**config.mk**
```make
export PLATFORM = sky130hd
export DESIGN_NAME = countdown_timer_flat
export DESIGN_NICKNAME = d
export VERILOG_FILES = /design/src/rtl/countdown_timer_pkg.sv /design/src/rtl/countdown_timer_if.sv /design/src/rtl/countdown_timer_tick_divider.sv /design/src/rtl/countdown_timer.sv /design/src/flat_wrapper.sv
export SDC_FILE = /design/constraint.sdc
export NUM_CORES = 1
export LEC_CHECK = 0
export ABC_AREA = 1
export CORE_UTILIZATION = 49
export CTS_BUF_LIST = sky130_fd_sc_hd__clkbuf_4
export DETAILED_ROUTE_END_ITERATION = 8
export HOLD_SLACK_MARGIN = 0.06
export PLACE_DENSITY = 0.83
export SLEW_MARGIN = 20
export SYNTH_ARGS = -nofsm -noshare
export SYNTH_HDL_FRONTEND = slang
export SYNTH_SLANG_ARGS = --single-unit
```
**constraint.sdc**
```tcl
create_clock -name clk -period 1.65 [get_ports clk]
set_input_delay 0.165 -clock clk [delete_from_list [all_inputs] [get_ports clk]]
set_output_delay 0.165 -clock clk [all_outputs]
set_load 0.03 [all_outputs]
```
**src/rtl/countdown_timer_pkg.sv**
```systemverilog
// Shared types for the countdown timer: FSM state encoding.
package countdown_timer_pkg;

   typedef enum logic [1:0] {
      STATE_IDLE    = 2'd0,
      STATE_RUNNING = 2'd1,
      STATE_EXPIRED = 2'd2
   } state_e;

endpackage : countdown_timer_pkg

```
**src/rtl/countdown_timer_if.sv**
```systemverilog
// Control/status bundle between a controller (master) and the countdown timer (slave).
interface countdown_timer_if #(
   parameter int WIDTH = 4
);

   logic             load;
   logic [WIDTH-1:0] load_value;
   logic             auto_reload;
   logic             stop;
   logic             enb;
   logic [WIDTH-1:0] count;
   logic             borrowout;
   logic             busy;
   logic             expired;

   modport master (
      output load, load_value, auto_reload, stop, enb,
      input  count, borrowout, busy, expired
   );

   modport slave (
      input  load, load_value, auto_reload, stop, enb,
      output count, borrowout, busy, expired
   );

endinterface : countdown_timer_if

```
**src/rtl/countdown_timer_tick_divider.sv**
```systemverilog
// Prescaler: one tick every PRESCALE enabled cycles. With PRESCALE=1 the
// counter register never leaves zero, so tick simply follows enb.
module tick_divider #(
   parameter int PRESCALE = 1
) (
   input  logic clk,
   input  logic rst_n,
   input  logic clr,
   input  logic enb,
   output logic tick
);

   localparam int PW = (PRESCALE > 1) ? $clog2(PRESCALE) : 1;
   localparam logic [PW-1:0] LAST = PW'(PRESCALE - 1);

   logic [PW-1:0] presc_q;

   assign tick = enb && (presc_q == LAST);

   // Advance on each enabled cycle, wrap on tick, clear when the run restarts or ends.
   always_ff @(posedge clk or negedge rst_n) begin
      if (!rst_n) begin
         presc_q <= '0;
      end else if (clr) begin
         presc_q <= '0;
      end else if (enb) begin
         presc_q <= tick ? '0 : presc_q + PW'(1);
      end
   end

endmodule : tick_divider

```
**src/rtl/countdown_timer.sv**
```systemverilog
// Loadable down-counter with a single-cycle borrow pulse on the terminal tick,
// running either one-shot (sticky expired) or periodic (self-reload).
module countdown_timer
   import countdown_timer_pkg::*;
#(
   parameter int WIDTH    = 4,
   parameter int PRESCALE = 1
) (
   input  logic             clk,
   input  logic             rst_n,
   countdown_timer_if.slave tif
);

   state_e           state_q, state_d;
   logic [WIDTH-1:0] count_q, count_d;
   logic [WIDTH-1:0] reload_q, reload_d;
   logic             running;
   logic             tick;
   logic             borrow;

   assign running = (state_q == STATE_RUNNING);

   // The prescaler only sees enables while running and restarts on load/stop/idle.
   tick_divider #(
      .PRESCALE (PRESCALE)
   ) u_tick_divider (
      .clk   (clk),
      .rst_n (rst_n),
      .clr   (tif.load || tif.stop || !running),
      .enb   (tif.enb && running),
      .tick  (tick)
   );

   // Register the FSM state, the live count and the reload value.
   always_ff @(posedge clk or negedge rst_n) begin
      if (!rst_n) begin
         state_q  <= STATE_IDLE;
         count_q  <= '0;
         reload_q <= '0;
      end else begin
         state_q  <= state_d;
         count_q  <= count_d;
         reload_q <= reload_d;
      end
   end

   // Next state and borrow: load beats stop, stop beats a pending tick.
   always_comb begin
      state_d  = state_q;
      count_d  = count_q;
      reload_d = reload_q;
      borrow   = 1'b0;
      if (tif.load) begin
         state_d  = STATE_RUNNING;
         count_d  = tif.load_value;
         reload_d = tif.load_value;
      end else if (tif.stop) begin
         state_d = STATE_IDLE;
      end else if (running && tick) begin
         if (count_q != '0) begin
            count_d = count_q - WIDTH'(1);
         end else begin
            borrow = 1'b1;
            if (tif.auto_reload) begin
               count_d = reload_q;
            end else begin
               state_d = STATE_EXPIRED;
            end
         end
      end
   end

   assign tif.count     = count_q;
   assign tif.borrowout = borrow;
   assign tif.busy      = running;
   assign tif.expired   = (state_q == STATE_EXPIRED);

endmodule : countdown_timer
```
**src/flat_wrapper.sv**
```systemverilog
// flat-port wrapper written by rule: the top's interface ports become plain ports
module countdown_timer_flat import countdown_timer_pkg::*;
#(
   parameter int WIDTH    = 4,
   parameter int PRESCALE = 1
)
  (clk, rst_n, tif_load, tif_load_value, tif_auto_reload, tif_stop, tif_enb, tif_count, tif_borrowout, tif_busy, tif_expired);
  countdown_timer_if #(.WIDTH(WIDTH)) tif_i ();
  input  logic clk;
  input  logic rst_n;
  input wire logic [$bits(tif_i.load)-1:0] tif_load;
  input wire logic [$bits(tif_i.load_value)-1:0] tif_load_value;
  input wire logic [$bits(tif_i.auto_reload)-1:0] tif_auto_reload;
  input wire logic [$bits(tif_i.stop)-1:0] tif_stop;
  input wire logic [$bits(tif_i.enb)-1:0] tif_enb;
  output wire logic [$bits(tif_i.count)-1:0] tif_count;
  output wire logic [$bits(tif_i.borrowout)-1:0] tif_borrowout;
  output wire logic [$bits(tif_i.busy)-1:0] tif_busy;
  output wire logic [$bits(tif_i.expired)-1:0] tif_expired;
  assign tif_i.load = tif_load;
  assign tif_i.load_value = tif_load_value;
  assign tif_i.auto_reload = tif_auto_reload;
  assign tif_i.stop = tif_stop;
  assign tif_i.enb = tif_enb;
  assign tif_count = tif_i.count;
  assign tif_borrowout = tif_i.borrowout;
  assign tif_busy = tif_i.busy;
  assign tif_expired = tif_i.expired;
  countdown_timer #(.WIDTH(WIDTH), .PRESCALE(PRESCALE)) u_core (.clk(clk), .rst_n(rst_n), .tif(tif_i));
endmodule
```
* Word level (Yosys, flattened, before mapping) *
Cells that the tools add are included.

storage, ports and cells
  bits of input ports = 10
  output and inout port bits = 7
  logic and storage cells = 42
  register bits = 11

cells by class
  reduce and logical (&&, ||, !) cells = 13
  bitwise logic cells = 1
  muxes and demuxes = 17
  equal/unequal tests = 5
  add/subtract/negate cells = 2

operators by type and width
  cell                                                                    number
  4-bit 2-to-1 mux                                                        5
  2-bit 2-to-1 mux                                                        5
  1-bit 2-to-1 mux                                                        7
  3-bit AND reduction                                                     2
  3-bit nonzero test                                                      2
  2-bit nonzero test                                                      2
  4-bit nonzero test                                                      1
  4-bit by 1-bit subtractor with 4-bit output (second input constant)     1
  1-bit logical AND                                                       3
  3-bit by 2-bit != test with 1-bit output (second input constant)        1
  3-bit != test (second input constant)                                   1
  2-bit by 1-bit equality test with 1-bit output (second input constant)  1
  2-bit equality test (second input constant)                             1
  1-bit logical OR                                                        2
  2-bit != test (second input constant)                                   1
  1-bit adder (second input constant)                                     1
  1-bit logical NOT                                                       1
  1-bit inverter                                                          1

* Depth between registers and ports, before layout *
Gate-level depths: netlist of run 1.

  word-level depth = 7
  mapped depth = 10
  gate-level depth less buffers = 10

* Cells and area by module *
Synthesis of run 1 repeated with hierarchy kept, for this count alone.

second synthesis, totals
  cell total of the unflattened synthesis = 90
  area, all modules = 638.1 µm²

by module, submodules not included
  module           cells an instance  sequential area each (µm²)  area an instance (µm²)  times used
  countdown_timer  85                 250.2                       595.6                   1
  tick_divider     5                  25.0                        42.5                    1

* Worst setup path after synthesis of run 1 *
OpenSTA, ideal clock, no wires.

  kind = register to output
  from = reg u_core.count_q[0] (netlist: u_core.tif.count[0])
  to = out tif_borrowout
  required time = 1.485 ns
  path buffers = 0
  data arrival time = 1.758 ns
  path slack = -0.273 ns
  stages on the path, launching flop included = 7
  path through = dfrtp_1 inv_1 ha_1 inv_1 nor2_1 nand2_1 nor3_1

between the ends
  longest elaborated chain between the ends = 5

ends and longest elaborated chain
  item                      line                   text
  start: declaration        countdown_timer.sv:15  logic [WIDTH-1:0] count_q, count_d;
  start signal: assignment  countdown_timer.sv:42  count_q <= count_d;
  4-bit nonzero test        countdown_timer.sv:60  if (count_q != '0) begin
  1-bit 2-to-1 mux          countdown_timer.sv:60
  1-bit 2-to-1 mux          countdown_timer.sv:59  end else if (running && tick) begin
  1-bit 2-to-1 mux          countdown_timer.sv:57  end else if (tif.stop) begin
  1-bit 2-to-1 mux          countdown_timer.sv:53  if (tif.load) begin
  end: declaration          flat_wrapper.sv:17     output wire logic [$bits(tif_i.borrowout)-1:0] tif_borrowout;

Every way passes these cells.

* Worst setup path in the final report of run 1 *
Same ends and word-level chain as after synthesis.

==> results.sh, run 1 <==
export IMPL_outcome="finished clean"
export IMPL_die_area_sq_mm=0.00151
export IMPL_drt_iter0_markers=23
export IMPL_critical_path_reg2reg_endpoint="u_core.tif.count[1]"
export IMPL_dp_hpwl_mm=1.16
export IMPL_synth_ff_type="dfrtp_1"
export IMPL_filler_cell_count=87
export IMPL_synthCells=94
export IMPL_cts_htree_levels=1
export IMPL_buffer_ports_inserted=16
export IMPL_placeableCoreArea_sq_mm=0.00119
export IMPL_max_cap_violations=0
export IMPL_path_cells="inv_2 -> ha_4 -> inv_2 -> nor2_4 -> nand2_4 -> nor3_4 -> buf_6"
export IMPL_finalMaxSlewViolations=0
export IMPL_ant_nets=0
export IMPL_worst_slew_pin_slew_ps=519
export IMPL_dpl_worst_slack_ps=122
export IMPL_slew_headroom_pct=65.3
export IMPL_pwr_density_cell_mw_per_mm2=1080
export IMPL_crit_path_frequent_cell="inv_2"
export IMPL_total_leakage_power_nw=0.531
export IMPL_count_of_flip_flops_with_a_built_in_enable_after_synthesis=0
export IMPL_syn_area_per_cell_sq_um=7.07
export IMPL_die_height_um=38.8
export IMPL_max_vdd_ir_drop_v=0.000640
export IMPL_grt_setup_unrepaired="true"
export IMPL_post_route_period_util_pct=98.6
export IMPL_final_count_of_negative_setup_slack_endpoints=0
export IMPL_path_class="flop to primary output"
export IMPL_cpLargestDelayFamily="flip-flops"
export IMPL_post_drt_wl_per_cell_um=12.8
export IMPL_setup_reg_to_reg_worst_slack_ps=250
export IMPL_drc=0
export IMPL_warnings_synthesis=0
export IMPL_cp_buffers_inverters=3
export IMPL_critical_path_startpoint_type="flop"
export IMPL_cts_buffer_count=3
export IMPL_cp_data_required_time_ps=1480
export IMPL_total_power_mw=1.03
export IMPL_global_route_wire_length_before_repair_mm=2.72
export IMPL_crit_slowest_cell="dfrtp_1"
export IMPL_syn_cell_area_sq_um=664
export IMPL_max_freq_ghz=0.615
export IMPL_floorplan_rows=12
export IMPL_setup_slack_ps=22.9
export IMPL_area_growth_pct=43.1
export IMPL_worst_skew_pair_late_latency_ps=280
export IMPL_antenna_cells_inserted=0
export IMPL_num_vias=664
export IMPL_timing_hold_violations_final=0
export IMPL_dr_pass1_iterations=4
export IMPL_gpl_final_weighted_congestion=0.856
export IMPL_cts_tree="yes"
export IMPL_grt_max_degree=12
export IMPL_ys_types=18
export IMPL_fin_crit_ps=1630
export IMPL_cp_arrival_ps=1460
export IMPL_groute_usage_overall_pct=27.9
export IMPL_synth_ff_latch_count=11
export IMPL_drt_vias_per_instance=4.99
export IMPL_initial_utilization_pct=56.0
export IMPL_worst_setup_path_end_kind="primary output"
export IMPL_worst_hold_path_type="input pin to asynchronous set/reset pin"
export IMPL_die_w_um=38.8
export IMPL_grt_pass1_vias=640
export IMPL_final_setup_skew_ps=0.580
export IMPL_cts_root_buf="clkbuf_4"
export IMPL_critPathMaxFanout=3
export IMPL_max_stage_delay_ps=390
export IMPL_ys_async_sr_fraction_pct=100
export IMPL_path_clk_slew_ps=70
export IMPL_r2r_start="u_core.tif.count[0]"
export IMPL_cts_root_to_sink_buffers=2
export IMPL_reg2regPathDepth=11
export IMPL_floorplan_io_pins=17
export IMPL_number_of_antenna_violations_at_the_first_check_in_global_routing=0
export IMPL_cts_hold_buffers_added=0
export IMPL_design_final_nets=131
export IMPL_clock_sink_count=11
export IMPL_detail_route_wirelength_mm=1.70
export IMPL_synth_seq_area_share_pct=41.4
export IMPL_post_route_cells_drive_above_1_share_pct=27.7
export IMPL_synth_nets=105
export IMPL_overflow=0
## registers in the layout (all words and copies together), names as in the netlist
name and flops:
u_core.state_q 2, u_core.reload_q 4, u_core.tif.count 4, u_core.u_tick_divider.presc_q 1
## synth_stat cells (2+ instances only)
| library cell | n | share of area, % |
|---|---|---|
| dfrtp_1 | 11 | 41 |
| inv_1 | 9 | 5.1 |
| inv_2 | 7 | 4.0 |
| nand2_1 | 37 | 21 |
| nand2_2 | 5 | 4.7 |
| nand3_1 | 8 | 6.0 |
| nor2_1 | 5 | 2.8 |
| o21ai_0 | 2 | 1.5 |
## placed cells by master, fill, tap and decap left out, types with 3 or more instances in the layout
master	Yosys	final
dfrtp_1	11	11
nand2_2	5	5
clkdlybuf4s50_1	0	10
inv_1	9	7
dlymetal6s2s_1	0	3
nand2_1	37	36
clkbuf_4	0	4
inv_2	7	9
buf_4	0	6
nor2_1	5	4
nand3_1	8	8
## where the power goes
group | total [mW] | internal [mW] | leakage, nW | switching (mW)
clock network | 0.211 | 0.110 | 0.0184 | 0.101
registers | 0.348 | 0.306 | 0.136 | 0.0424
logic | 0.468 | 0.194 | 0.376 | 0.274
## repair_timing
| item | in CTS | in global routing |
|---|---|---|
| pin swaps | 3 | 3 |
| resized for setup | 8 | 6 |
| setup buffers | 3 | 1 |
| endpoints found under the setup margin | 3 | 3 |
| gates cloned | 0 | 0 |
## per-layer routing
layer	up-vias	GRT usage, %	routed length [um]
li1	336	-	-
met1	301	35.9	736
met2	23	41.7	842
met3	4	6.94	95
met4	0	16.4	25
met5	-	0	0
## layout make-up
type / count / area (sq um) / share of cell area (%)
sequential: 11 / 275 / 28.9
tap: 14 / 17.5 / 1.84
inverter: 16 / 60.1 / 6.32
timing repair buffer: 22 / 211 / 22.2
clock buffer: 4 / 30.0 / 3.16
multi-input combinational: 66 / 357 / 37.5
## worst max path at each step
stage | slack [ps] | endpoint | from | cells after the start
finish | 20 | tif_borrowout | u_core.tif.count[0] | 7
CTS | 3 | tif_expired | u_core.state_q[0] | 2
detailed placement | 120 | tif_borrowout | tif_load | 5
global placement | 180 | tif_borrowout | tif_load | 5
floorplan | 60 | tif_borrowout | u_core.tif.count[0] | 6
global route | -30 | tif_borrowout | u_core.tif.count[0] | 7
## per-stage QoR
step	TNS (ps)	hold slack, ps	cells	utilization (%)	area (sq um)
6_report	0	225	133	80.2	951
5_1_grt	-31.0	268	133	80.2	951
4_1_cts	0	239	132	78.1	926
3_5_place_dp	0	469	125	72.0	855
3_3_place_gp	0	472	125	72.0	855
2_1_floorplan	0	-131	94	-	676
## worst reg2reg max path, delay by kind of cell, from the launching register on
| family | cells | cell delay, ps |
|---|---|---|
| simple gates | 7 | 510 |
| fa+ha+maj | 1 | 150 |
| flops | 1 | 390 |
| buf+inv | 3 | 290 |
## logic make-up after synthesis
logic type	count (synthesis)	share of synthesized area, %
AND/OR/NAND/NOR	61	42.9
flip-flops	11	41.4
adder cells (fa/ha/maj)	1	1.88
AO/OA/AOI/OAI	4	3.01
buffers and inverters	17	10.7
No activity file was read; power rests on OpenSTA's default activity.
==> inputs of run 2 (changes only) <==
--- a/config.mk
+++ b/config.mk
@@ -6,11 +6,14 @@
 export NUM_CORES = 1
 export LEC_CHECK = 0
 export ABC_AREA = 1
-export CORE_UTILIZATION = 49
+export CELL_PAD_IN_SITES_DETAIL_PLACEMENT = 0
+export CELL_PAD_IN_SITES_GLOBAL_PLACEMENT = 1
+export CORE_UTILIZATION = 34
 export CTS_BUF_LIST = sky130_fd_sc_hd__clkbuf_4
+export CTS_CLUSTER_DIAMETER = 40
 export DETAILED_ROUTE_END_ITERATION = 8
 export HOLD_SLACK_MARGIN = 0.06
-export PLACE_DENSITY = 0.83
+export PLACE_DENSITY = 0.82
 export SLEW_MARGIN = 20
 export SYNTH_ARGS = -nofsm -noshare
 export SYNTH_HDL_FRONTEND = slang
==> results.sh, run 2 (synthesized netlist as in run 1, its figures left out) <==
export IMPL_outcome="finished clean"
export IMPL_number_of_antenna_violations_at_the_first_check_in_global_routing=0
export IMPL_floorplan_rows=15
export IMPL_max_stage_delay_ps=660
export IMPL_max_freq_ghz=0.633
export IMPL_grt_max_degree=12
export IMPL_post_drt_wl_per_cell_um=10.0
export IMPL_num_vias=615
export IMPL_mostFrequentLayoutCell="nand2_1"
export IMPL_layout_cells_non_filler=144
export IMPL_path_class="flop to primary output"
export IMPL_initial_utilization_pct=37.3
export IMPL_finish_instance_area_sq_um=958
export IMPL_dr_pass1_iterations=4
export IMPL_worst_setup_path_end_kind="primary output"
export IMPL_cp_data_required_time_ps=1480
export IMPL_global_route_wire_length_before_repair_mm=2.55
export IMPL_drt_iter0_markers=12
export IMPL_max_vdd_ir_drop_v=0.000556
export IMPL_post_route_period_util_pct=95.8
export IMPL_die_height_um=46.2
export IMPL_path_clk_slew_ps=70
export IMPL_area_growth_pct=44.3
export IMPL_layout_common_cells="36 x nand2_1, 12 x clkdlybuf4s50_1, 11 x dfrtp_1"
export IMPL_power_frac_seq_pct=33.6
export IMPL_fin_crit_ps=1580
export IMPL_dp_hpwl_mm=1.12
export IMPL_finalSetupTns_ps=0
export IMPL_grt_pass1_vias=590
export IMPL_post_place_cells=136
export IMPL_die_area_sq_mm=0.00213
export IMPL_overflow=0
export IMPL_cp_arrival_ps=1420
export IMPL_drc=0
export IMPL_ant_nets=0
export IMPL_total_leakage_power_nw=0.510
export IMPL_crit_slowest_cell="clkdlybuf4s50_1"
export IMPL_grt_setup_unrepaired="false"
export IMPL_cts_tree="yes"
export IMPL_clock_sink_count=11
export IMPL_power_switching_share_pct=38.8
export IMPL_finalMaxSlewViolations=0
export IMPL_timing_hold_violations_final=0
export IMPL_cts_htree_levels=1
export IMPL_cts_root_to_sink_buffers=2
export IMPL_worst_hold_path_type="input pin to asynchronous set/reset pin"
export IMPL_design_final_nets=131
export IMPL_final_count_of_negative_setup_slack_endpoints=0
export IMPL_cts_buffer_count=3
export IMPL_floorplan_io_pins=17
export IMPL_worst_skew_pair_late_latency_ps=260
export IMPL_share_comb_of_total_power_pct=46.4
export IMPL_antenna_cells_inserted=0
export IMPL_pwr_density_cell_mw_per_mm2=1050
export IMPL_detail_route_wirelength_mm=1.44
export IMPL_p_sw_mw=0.390
export IMPL_clock_share_of_power_pct=20.0
export IMPL_worst_slew_pin_slew_ps=517
export IMPL_power_internal_mw=0.616
export IMPL_path_cells="buf_4 -> clkdlybuf4s50_1"
export IMPL_place_area_sq_um=868
export IMPL_cts_root_buf="clkbuf_4"
export IMPL_groute_usage_overall_pct=17.2
export IMPL_post_route_cells_drive_above_1_share_pct=28.6
export IMPL_placeableCoreArea_sq_mm=0.00178
export IMPL_drt_vias_per_instance=4.27
export IMPL_critical_path_startpoint_type="flop"
export IMPL_buffer_ports_inserted=16
export IMPL_gpl_final_weighted_congestion=0.767
export IMPL_critPathMaxFanout=3
export IMPL_final_setup_skew_ps=0.712
export IMPL_die_w_um=46.2
export IMPL_max_cap_violations=0
export IMPL_cts_hold_buffers_added=0
export IMPL_slew_headroom_pct=65.4
run 2: cell count changes in the layout (fill, tap and decap cells not counted), sizes merged:
cell / previous run / this run
dlygate4sd2: 2 / 1
clkdlybuf4s50: 10 / 12
dlymetal6s2s: 3 / 2
run 2: final timing paths:
check                                         start                            end  depth (start not counted)  slack [ps]
worst min-delay path                          rst_n              u_core.state_q[1]                          1         240
worst max register to register  u_core.tif.count[0]            u_core.tif.count[1]                         11         300
max in group asynchronous                     rst_n             u_core.reload_q[2]                          1        1070
worst max-delay path            u_core.tif.count[0]                   tif_count[0]                          2          70
min in group clk                            tif_enb  u_core.u_tick_divider.presc_q                          2         460
worst min register to register   u_core.reload_q[3]             u_core.reload_q[3]                          2         490
run 2: repair_timing:
item / in CTS / in global routing
gates resized for setup: 8 / 4
pin swaps: 2 / 2
gates cloned: 0 / 0
endpoints found under the setup margin: 2 / 3
buffers inserted: 4 / 0
run 2: final cells by class:
type	instances	area (sq um)
sequential	11	275
clock buffer	4	30.0
fill	193	825
tap	25	31.3
multi-input combinational	66	352
timing repair buffer	22	210
inverter	16	60.1
run 2: stage by stage:
stage | utilization, % | worst slack [ps] | power (mW) | hold slack (ps)
2_1_floorplan | - | 56.1 | 0.594 | -131
5_1_grt | 53.8 | 8.33 | 1.09 | 262
4_1_cts | 52.9 | 3.19 | 0.998 | 249
3_5_place_dp | 48.7 | 115 | 0.737 | 478
3_3_place_gp | 48.7 | 194 | 0.733 | 468
6_report | 53.8 | 69.3 | 1.01 | 238
run 2: layer usage:
metal	global-route usage (%)	vias up	part of all wire (%)
li1	-	340	-
met1	22.6	259	48
met2	27.3	16	46
met3	4.71	0	5.1
met4	5.29	0	0
met5	0	-	0
run 2: power by group through the flow:
stage	Sequential, mW	Combinational [mW]	Clock [mW]
after floorplan	0.401	0.192	0
after global placement	0.343	0.390	0
after global routing	0.343	0.519	0.226
final	0.338	0.467	0.201
after detailed placement	0.344	0.393	0
after CTS	0.337	0.453	0.208
run 2: worst max-delay path, delay by kind of cell, from the launching register on:
kind,cells,cell delay (ps)
buffers and inverters,2,780
DFF,1,360
==> inputs of run 3 (changes only) <==
--- a/config.mk
+++ b/config.mk
@@ -12,6 +12,7 @@
 export CTS_BUF_LIST = sky130_fd_sc_hd__clkbuf_4
 export CTS_CLUSTER_DIAMETER = 40
 export DETAILED_ROUTE_END_ITERATION = 8
+export GPL_TIMING_DRIVEN = 0
 export HOLD_SLACK_MARGIN = 0.06
 export PLACE_DENSITY = 0.82
 export SLEW_MARGIN = 20
==> results.sh, run 3 (synthesized netlist as in run 1, its figures left out) <==
export IMPL_worst_slew_pin_slew_ps=502
export IMPL_clock_share_of_power_pct=18.3
export IMPL_cts_hold_buffers_added=0
export IMPL_cts_buffer_count=3
export IMPL_drt_iter0_markers=6
export IMPL_cts_htree_levels=1
export IMPL_slew_headroom_pct=66.4
export IMPL_worst_hold_path_type="input pin to asynchronous set/reset pin"
export IMPL_fin_crit_ps=1590
export IMPL_grt_pass1_vias=592
export IMPL_drt_vias_per_instance=4.49
export IMPL_r2r_start="u_core.tif.count[1]"
export IMPL_die_w_um=46.2
export IMPL_grt_setup_unrepaired="true"
export IMPL_multi_input_area_sq_um=352
export IMPL_cts_root_buf="clkbuf_4"
export IMPL_finalSetupTns_ps=0
export IMPL_crit_slowest_cell="dfrtp_1"
export IMPL_setup_slack_ps=63.2
export IMPL_path_cells="inv_2 -> ha_4 -> inv_2 -> nor2_4 -> nand2_2 -> nor3_4 -> buf_6"
export IMPL_initial_utilization_pct=37.3
export IMPL_max_freq_ghz=0.630
export IMPL_cp_buffers_inverters=3
export IMPL_cpLargestDelayFamily="flip-flops"
export IMPL_post_drt_wl_per_cell_um=10.1
export IMPL_power_switching_share_pct=39.8
export IMPL_dr_pass1_iterations=4
export IMPL_ant_nets=0
export IMPL_global_route_wire_length_before_repair_mm=2.43
export IMPL_floorplan_io_pins=17
export IMPL_finalMaxSlewViolations=0
export IMPL_floorplan_rows=15
export IMPL_worst_skew_pair_late_latency_ps=270
export IMPL_die_area_sq_mm=0.00213
export IMPL_p_sw_mw=0.393
export IMPL_drc=0
export IMPL_overflow=0
export IMPL_final_setup_skew_ps=4.14
export IMPL_pwr_density_cell_mw_per_mm2=1020
export IMPL_path_class="flop to primary output"
export IMPL_crit_path_frequent_cell="inv_2"
export IMPL_num_vias=651
export IMPL_regArea_sq_um=275
export IMPL_path_clk_slew_ps=70
export IMPL_final_count_of_negative_setup_slack_endpoints=0
export IMPL_number_of_antenna_violations_at_the_first_check_in_global_routing=0
export IMPL_post_route_period_util_pct=96.2
export IMPL_mostFrequentLayoutCell="nand2_1"
export IMPL_antenna_cells_inserted=0
export IMPL_total_leakage_power_nw=0.530
export IMPL_cp_data_required_time_ps=1480
export IMPL_critical_path_startpoint_type="flop"
export IMPL_critPathMaxFanout=3
export IMPL_die_height_um=46.2
export IMPL_cp_arrival_ps=1420
export IMPL_post_route_cells_drive_above_1_share_pct=28.3
export IMPL_layout_common_cells="36 x nand2_1, 11 x dfrtp_1, 10 x clkdlybuf4s50_1"
export IMPL_dp_hpwl_mm=1.05
export IMPL_cts_root_to_sink_buffers=2
export IMPL_max_stage_delay_ps=400
export IMPL_final_util_pct=54.3
export IMPL_max_vdd_ir_drop_v=0.000609
export IMPL_design_final_nets=132
export IMPL_worst_setup_path_end_kind="primary output"
export IMPL_detail_route_wirelength_mm=1.46
export IMPL_dpl_worst_slack_ps=-413
export IMPL_hold_ws_ps=228
export IMPL_clock_sink_count=11
export IMPL_gpl_final_weighted_congestion=0.741
export IMPL_total_power_mw=0.989
export IMPL_buffer_ports_inserted=16
export IMPL_groute_usage_overall_pct=16.4
export IMPL_timing_hold_violations_final=0
export IMPL_power_frac_seq_pct=35.4
export IMPL_filler_cell_count=178
export IMPL_max_cap_violations=0
export IMPL_grt_max_degree=12
export IMPL_critical_path_startpoint="u_core.tif.count[0]"
export IMPL_placeableCoreArea_sq_mm=0.00178
export IMPL_area_growth_pct=45.8
export IMPL_share_comb_of_total_power_pct=46.3
export IMPL_outcome="finished clean"
export IMPL_power_internal_mw=0.596
export IMPL_cts_tree="yes"
[run 3: changes by cell type in the layout (fill, tap and decap cells not counted), sizes merged]
cell | before | now
clkdlybuf4s50 | 12 | 10
clkbuf | 4 | 3
buf | 7 | 8
dlygate4sd2 | 1 | 2
clkinv | 0 | 1
dlymetal6s2s | 2 | 3
[run 3: final cells by class]
| type | count | share of cell area [%] |
|---|---|---|
| Buffer | 1 | 1.16 |
| Timing Repair Buffer | 22 | 21.8 |
| Tap cell | 25 | 3.23 |
| Sequential cell | 11 | 28.4 |
| Clock buffer | 3 | 2.33 |
| Multi-Input combinational cell | 66 | 36.3 |
| Clock inverter | 1 | 0.517 |
| Inverter | 16 | 6.20 |
[run 3: routing by layer]
metal	track usage (%)	vias to the layer above	wire, um
met5	0	-	0
met4	3.53	0	17
met3	7.06	2	119
met2	25.1	22	685
met1	21.4	288	640
li1	-	339	-
[run 3: path summary, 6_finish.rpt]
| kind | to | cells past startpoint | slack (ps) |
|---|---|---|---|
| setup / recovery | tif_borrowout | 7 | 60 |
| hold / removal | u_core.state_q[1] | 1 | 230 |
| setup reg to reg | u_core.tif.count[3] | 12 | 230 |
| hold reg to reg | u_core.reload_q[3] | 2 | 480 |
| max in group asynchronous | u_core.u_tick_divider.presc_q | 1 | 1080 |
| min in group clk | u_core.reload_q[3] | 3 | 450 |
[run 3: power groups by stage]
stage,combinational [mW],sequential (mW),clock (mW)
after floorplan,0.192,0.401,0
after global placement,0.363,0.356,0
after detailed placement,0.367,0.358,0
after CTS,0.447,0.347,0.191
after global routing,0.510,0.355,0.208
final,0.458,0.350,0.181
[run 3: stage by stage]
| stage | instances | instance area (sq um) |
|---|---|---|
| floorplan | 94 | 676 |
| global placement | 135 | 867 |
| detailed placement | 135 | 867 |
| CTS | 145 | 956 |
| global route | 145 | 968 |
| finish | 145 | 968 |
[run 3: what timing repair did]
item	4_1_cts	5_1_grt
setup endpoints to repair	3	4
pin swaps	3	3
gates resized for setup	14	5
setup buffers	6	0
